### src/rtl/id4s_result_capture.sv
// ID4s result capture stage.
// Follows each operand pair launched into the 4-bit divider through its fixed
// latency. Samples Q/R on the edge where that pair's result is valid. Queues
// tagged results in a show-ahead FIFO for a ready/valid consumer, and counts
// results lost because the FIFO was full.
module id4s_result_capture #(
    parameter int LAT   = 6,
    parameter int DEPTH = 4,
    parameter int SEQW  = 4
) (
    input  logic            GCLK,
    input  logic            GRST_N,
    input  logic            issue,
    input  logic            issue_dz,
    input  logic [3:0]      Q,
    input  logic [3:0]      R,
    output logic            out_valid,
    input  logic            out_ready,
    output logic [3:0]      out_q,
    output logic [3:0]      out_r,
    output logic            out_dz,
    output logic [SEQW-1:0] out_seq,
    output logic [7:0]      drop_cnt,
    output logic            busy
);

    localparam int AW = $clog2(DEPTH);

    typedef struct packed {
        logic [3:0]      q;
        logic [3:0]      r;
        logic            dz;
        logic [SEQW-1:0] seq;
    } entry_t;

    // Tag pipe: one {v, dz, seq} per divider stage; index LAT-1 is the head.
    logic [LAT-1:0]  tag_v_q;
    logic [LAT-1:0]  tag_dz_q;
    logic [SEQW-1:0] tag_seq_q [LAT];
    logic [SEQW-1:0] seq_cnt_q, seq_cnt_d;

    // Result FIFO. Each pointer carries one extra bit to tell full from empty.
    entry_t          mem_q [DEPTH];
    logic [AW:0]     wr_ptr_q, wr_ptr_d;
    logic [AW:0]     rd_ptr_q, rd_ptr_d;
    logic [7:0]      drop_cnt_q, drop_cnt_d;

    logic            head_v;
    logic            fifo_empty;
    logic            fifo_full;
    logic            pop;
    logic            push;
    logic            drop;
    entry_t          cap_entry;
    entry_t          head_entry;

    assign head_v     = tag_v_q[LAT-1];
    assign fifo_empty = (wr_ptr_q == rd_ptr_q);
    assign fifo_full  = (wr_ptr_q[AW] != rd_ptr_q[AW]) &&
                        (wr_ptr_q[AW-1:0] == rd_ptr_q[AW-1:0]);

    // out_valid comes from registered pointers only, so out_ready never reaches it.
    assign out_valid  = !fifo_empty;
    assign pop        = out_valid && out_ready;
    assign push       = head_v && (!fifo_full || pop);
    assign drop       = head_v && fifo_full && !pop;

    // A zero-divisor result carries no meaningful quotient or remainder.
    assign cap_entry.q   = tag_dz_q[LAT-1] ? 4'h0 : Q;
    assign cap_entry.r   = tag_dz_q[LAT-1] ? 4'h0 : R;
    assign cap_entry.dz  = tag_dz_q[LAT-1];
    assign cap_entry.seq = tag_seq_q[LAT-1];

    // Head fields are gated by out_valid so that unwritten storage never shows on the outputs.
    assign head_entry = mem_q[rd_ptr_q[AW-1:0]];
    assign out_q      = out_valid ? head_entry.q   : 4'h0;
    assign out_r      = out_valid ? head_entry.r   : 4'h0;
    assign out_dz     = out_valid ? head_entry.dz  : 1'b0;
    assign out_seq    = out_valid ? head_entry.seq : '0;
    assign drop_cnt   = drop_cnt_q;
    assign busy       = (|tag_v_q) || !fifo_empty;

    // Next-state for the sequence counter, the FIFO pointers and the saturating drop counter.
    always_comb begin
        // NOTE: every variable gets a default first, so no path through the block can infer a latch.
        seq_cnt_d  = seq_cnt_q;
        wr_ptr_d   = wr_ptr_q;
        rd_ptr_d   = rd_ptr_q;
        drop_cnt_d = drop_cnt_q;
        if (issue) seq_cnt_d = seq_cnt_q + SEQW'(1);
        if (push)  wr_ptr_d  = wr_ptr_q + (AW+1)'(1);
        if (pop)   rd_ptr_d  = rd_ptr_q + (AW+1)'(1);
        if (drop && drop_cnt_q != 8'hFF) drop_cnt_d = drop_cnt_q + 8'd1;
    end

    // Shift the tag pipe and update the counters and pointers; reset drops everything in flight.
    always_ff @(posedge GCLK or negedge GRST_N) begin
        if (!GRST_N) begin
            tag_v_q    <= '0;
            tag_dz_q   <= '0;
            for (int i = 0; i < LAT; i++) tag_seq_q[i] <= '0;
            seq_cnt_q  <= '0;
            wr_ptr_q   <= '0;
            rd_ptr_q   <= '0;
            drop_cnt_q <= '0;
        end else begin
            // NOTE: non-blocking assignments make every stage read the value it held before this edge.
            for (int i = LAT - 1; i > 0; i--) begin
                tag_v_q[i]   <= tag_v_q[i-1];
                tag_dz_q[i]  <= tag_dz_q[i-1];
                tag_seq_q[i] <= tag_seq_q[i-1];
            end
            tag_v_q[0]   <= issue;
            tag_dz_q[0]  <= issue_dz;
            tag_seq_q[0] <= seq_cnt_q;
            seq_cnt_q    <= seq_cnt_d;
            wr_ptr_q     <= wr_ptr_d;
            rd_ptr_q     <= rd_ptr_d;
            drop_cnt_q   <= drop_cnt_d;
        end
    end

    // Write the captured entry into the FIFO storage.
    always_ff @(posedge GCLK) begin
        // NOTE: storage is not reset; the reset pointers mark it empty, and the outputs are gated by out_valid.
        if (push) mem_q[wr_ptr_q[AW-1:0]] <= cap_entry;
    end

endmodule

### config.mk
export PLATFORM = sky130hd
export DESIGN_NAME = id4s_result_capture
export DESIGN_NICKNAME = d
export VERILOG_FILES = /design/src/rtl/id4s_result_capture.sv
export SDC_FILE = /design/constraint.sdc
export NUM_CORES = 1
export LEC_CHECK = 0
export CAP_MARGIN = 20
export CORE_MARGIN = 4
export CORE_UTILIZATION = 30
export DETAILED_ROUTE_END_ITERATION = 10
export GPL_ROUTABILITY_DRIVEN = 0
export PLACE_DENSITY_LB_ADDON = 0.3
export SETUP_SLACK_MARGIN = 0.15
export SKIP_LAST_GASP = 1
export SLEW_MARGIN = 20
export SYNTH_ARGS = -nofsm -noshare
export SYNTH_HDL_FRONTEND = slang
export SYNTH_SLANG_ARGS = --single-unit
### constraint.sdc
create_clock -name GCLK -period 3 [get_ports GCLK]
set_clock_uncertainty 0.15 [all_clocks]
set_input_delay 0.45 -clock GCLK [delete_from_list [all_inputs] [get_ports GCLK]]
set_output_delay 0.45 -clock GCLK [all_outputs]
set_load 0.02 [all_outputs]
# Word level (Yosys, flattened, before mapping)
# Memories as Yosys holds them, arrays and structs flattened.
# Cells that the tools add are included.
# totals
latchBits	0
register_bits	54
memories	1
romBits	0
out_inout_bits	23
ramBits	52
input_bits	13
# classes
n_bitwise	0
n_lt_le_gt_ge	0
reduce_logical	12
mul	0
n_eq_ne	4
n_addsub	4
div_mod_pow	0
mux	8
n_shift	0
# memory_table
memory	words	width	read_ports	rd_clocked_by_memory_dff	write_ports	line_no	source
mem_q	4	13	1	0	1	43	entry_t mem_q [DEPTH];
# ops
op	count
2-to-1 mux 4 bit	5
adder 8 x 1 -> 8 bit (second input constant)	1
!= test 8 bit (second input constant)	1
adder 3 x 1 -> 3 bit (second input constant)	2
logical AND 1 bit	6
OR reduction 6 bit	1
adder 4 x 1 -> 4 bit (second input constant)	1
equality test 3 bit	1
zero test 1 bit	3
2-to-1 mux 1 bit	3
equality test 2 bit	1
logical OR 1 bit	2
!= test 1 bit	1

# Logic depth before layout (Yosys ltp)
# logic_depth
word_depth	7
mapped_depth	5
mapped_depth_nobuf	5

# Worst setup path before layout
# No wires, ideal clock.
# synth_path
path_type	flip-flop to output port
from	reg rd_ptr_q[0]
to	out out_q[0]
path_buffers	2
arrival_ns	1.530
stages_incl_launch_ff	5
path_slack_ns	0.870
required_ns	2.400
cell_sequence	dfrtp_1 > buf_6 > buf_2 > mux4_2 > and2_1
# synth_between
elab_chain_cells	2
# synth_rtl
item	line_no	source
start: declaration	45	logic [AW:0] rd_ptr_q, rd_ptr_d;
start signal: assignment	118	rd_ptr_q <= rd_ptr_d;
memory (4 x 13 bit) / equality test 3 bit (equally long branches)	-	
2-to-1 mux 4 bit *	76	assign out_q = out_valid ? head_entry.q : 4'h0;
end: declaration	19	output logic [3:0] out_q,
# Every way passes the cells marked *; elsewhere a longest branch is shown, timed or not.

# Worst setup path in the final report
# layout_path
from	reg rd_ptr_q[0]
to	out out_seq[3]
# layout_between
elab_chain_cells	2
# layout_rtl
item	line_no	source
memory (4 x 13 bit) / equality test 3 bit (equally long branches)	-	
2-to-1 mux 4 bit *	79	assign out_seq = out_valid ? head_entry.seq : '0;
end: declaration	22	output logic [SEQW-1:0] out_seq,
# Marks and branches as above.

==> flow_summary.yaml <==
outcome:
  outcome: "complete, no violations"
worst_setup_path:
  worstPathCellList: "buf_8 -> mux4_2 -> and2_1 -> clkdlybuf4s50_1"
  required_ns: 2.40
  slowest_delay_ns: 0.53
  worstSetupPathType: "reg2out"
  cp-start-kind: "flop"
  critPathMaxFanout: 10
  end_kind: "output pin"
  crit_buf_inv: 2
  cpMaxStageDelayCell: "clkdlybuf4s50_1"
  cp_data_arrival_time_ns: 2.16
  crit_family: "buffers and inverters"
timing:
  final.setup.tns_ns: 0
  rsz0062_at_grt: "false"
  min_period_ns: 2.76
  fmax_mhz: 362
  slew_viol_final: 0
  fin_crit_sh_pct: 92.1
  relSlewSlack_pct: 55.8
  hold_slack_ns: 0.0732
  setup_viol: 0
  worstMarginPinSlew_ns: 0.663
  finalHoldViolCount: 0
  finalWorstSetupSlack_ns: 0.237
routing:
  dr_wl_met2_mm: 2.85
  ant_nets: 0
  dr.pass1.iters: 4
  viasPerCell: 4.17
  post_drt_wl_per_cell_microns: 13.9
  top_layer_used: "met4"
  drt_iter0_markers: 101
  dr_wl_met3_microns: 309
  met1Wirelength_mm: 2.81
  route.detailed.drc: 0
  routed-via-count: 1827
  wirelength_mm: 6.07
final_layout:
  fillers: 1212
  fin_nets: 281
  antennaDiodeCount: 0
  post-route-util_pct: 38.0
  synthToLayoutAreaGrowth_pct: 23.9
  final_area_sq_mm: 0.00481
  drive_above_1_share_pct: 18.0
  stdcell_count: 438
place:
  placed_area_sq_mm: 0.00448
  place_ws_ns: 0.282
  place.detailed.hpwl_mm: 3.90
  dp.cells: 420
  io_buffers: 35
pwr:
  finalPower_mw: 4.93
  powerDensity_mw_per_mm2: 1030
  ir_drop_mv: 0.482
  leakage_nw: 1.91
logic_synthesis:
  syn_area_sq_mm: 0.00388
  syn_avg_cell_area_sq_um: 18.7
  synth_top_cell_by_area: "edfxtp_1"
  ys_seq_area_share_pct: 75.0
  synth_area_leaders: "edfxtp_1 40%, dfrtp_1 35%, mux4_2 7.5%, and2_1 2.7%, ha_1 2.3%"
  ys_async_sr_fraction_pct: 50.9
  yosysTopAreaCellShare_pct: 40.2
  netlist-cell-type-count: 30
  yosysMostFrequentCell: "dfrtp_1"
  netlist_instances: 208
  ys.warnings.count: 0
  ys_seq_elements: 106
  synthFlopType: "dfrtp_1"
  yosys-top-cells-count: "54 x dfrtp_1, 52 x edfxtp_1, 17 x and2_1, 13 x mux4_2, 9 x nor2b_1"
  synth_fp_nets: 228
  synth-edff-count: 52
clocking:
  clkSinkCount: 106
  cts_tree: "yes"
  numCtsBuffers: 9
  h-tree-depth: 3
  clkLatencyLatePin_ns: 0.34
  root_buffer: "clkbuf_16"
  clk_path_buf_depth: 2
  cts.clk_slew.worst_paths_ns: 0.07
  cts_hold_buf: 0
global_routing:
  first_global_vias: 1938
  grt-ovfl-total: 0
  grt_max_degree: 55
  antenna_found_initial: 0
  gr-usage-all-layers_pct: 8.97
  grt_pass1_wl_mm: 10.0
floorplan:
  core_sq_mm: 0.0127
  die-area_sq_mm: 0.0148
  row_count: 41
  die_height_microns: 122
  ios: 36
  die_w_microns: 122
  initial_core_util_pct: 30.6
hold_path:
  min_path_type: "in2async"
flow_run:
  maxCapViolCount: 0
[routing by layer]
| layer | global-route usage (%) | vias up |
|---|---|---|
| met4 | 2.94 | 0 |
| met3 | 3.34 | 10 |
| li1 | - | 859 |
| met5 | 0 | - |
| met2 | 13.7 | 42 |
| met1 | 11.9 | 916 |
[repair_timing]
item / CTS / global route
setup endpoints to repair: 12 / 13
gates resized for setup: 3 / 13
hold endpoints to repair: 0 / 0
setup buffers: 2 / 0
[path summary, 6_finish.rpt]
check / startpoint / end / slack (ns) / cells after the start
worst max-delay path: rd_ptr_q[0] / out_seq[3] / 0.24 / 4
worst min-delay path: GRST_N / drop_cnt[1] / 0.07 / 2
worst max register to register: rd_ptr_q[0] / mem_q[3][8] / 0.97 / 5
worst min register to register: tag_dz_q[0] / tag_dz_q[1] / 0.19 / 0
max in group asynchronous: GRST_N / rd_ptr_q[0] / 2.15 / 2
min in group GCLK: tag_dz_q[0] / tag_dz_q[1] / 0.19 / 0
[flip-flops by register name (all words and copies together) (netlist names), 4 cells and up]
signal     cells
tag_dz_q       6
drop_cnt       8
seq_cnt_q      4
tag_v_q        6
tag_seq_q     20
cap_entry      4
mem_q         52
[cell families (layout without fill, tap and decap cells)]
family / count (synthesis) / count (layout) / share of synthesized area, %
flops: 106 / 106 / 75.0
simple gates: 50 / 50 / 7.96
mux: 17 / 17 / 8.70
buf+inv: 10 / 68 / 1.39
fa+ha+maj: 7 / 7 / 2.26
xor+xnor: 15 / 15 / 4.06
compound gates: 3 / 3 / 0.612
[power by group]
part / switching, mW / internal, mW
Sequential: 0.201 / 2.00
Clock: 0.472 / 0.559
Combinational: 0.822 / 0.882
Total: 1.49 / 3.44
[layout by cell type, fill, tap and decap left out, types with 6 or more instances in the layout]
master and n:
and2_1 17, buf_4 9, clkbuf_16 9, clkdlybuf4s50_1 23
dfrtp_1 53, dlymetal6s2s_1 10, edfxtp_1 52, ha_1 7
mux4_2 13, nand2_1 6, nor2b_1 9, xor2_1 7
[layout make-up]
class / instances / area, sq um / share of cell area (%)
Clock inverter: 3 / 16.3 / 0.338
Inverter: 5 / 18.8 / 0.390
Clock buffer: 13 / 240 / 4.99
Multi-Input combinational cell: 92 / 923 / 19.2
Timing Repair Buffer: 47 / 483 / 10.0
Sequential cell: 106 / 2910 / 60.6
Tap cell: 172 / 215 / 4.47
Power figures use the tool's default switching activity.
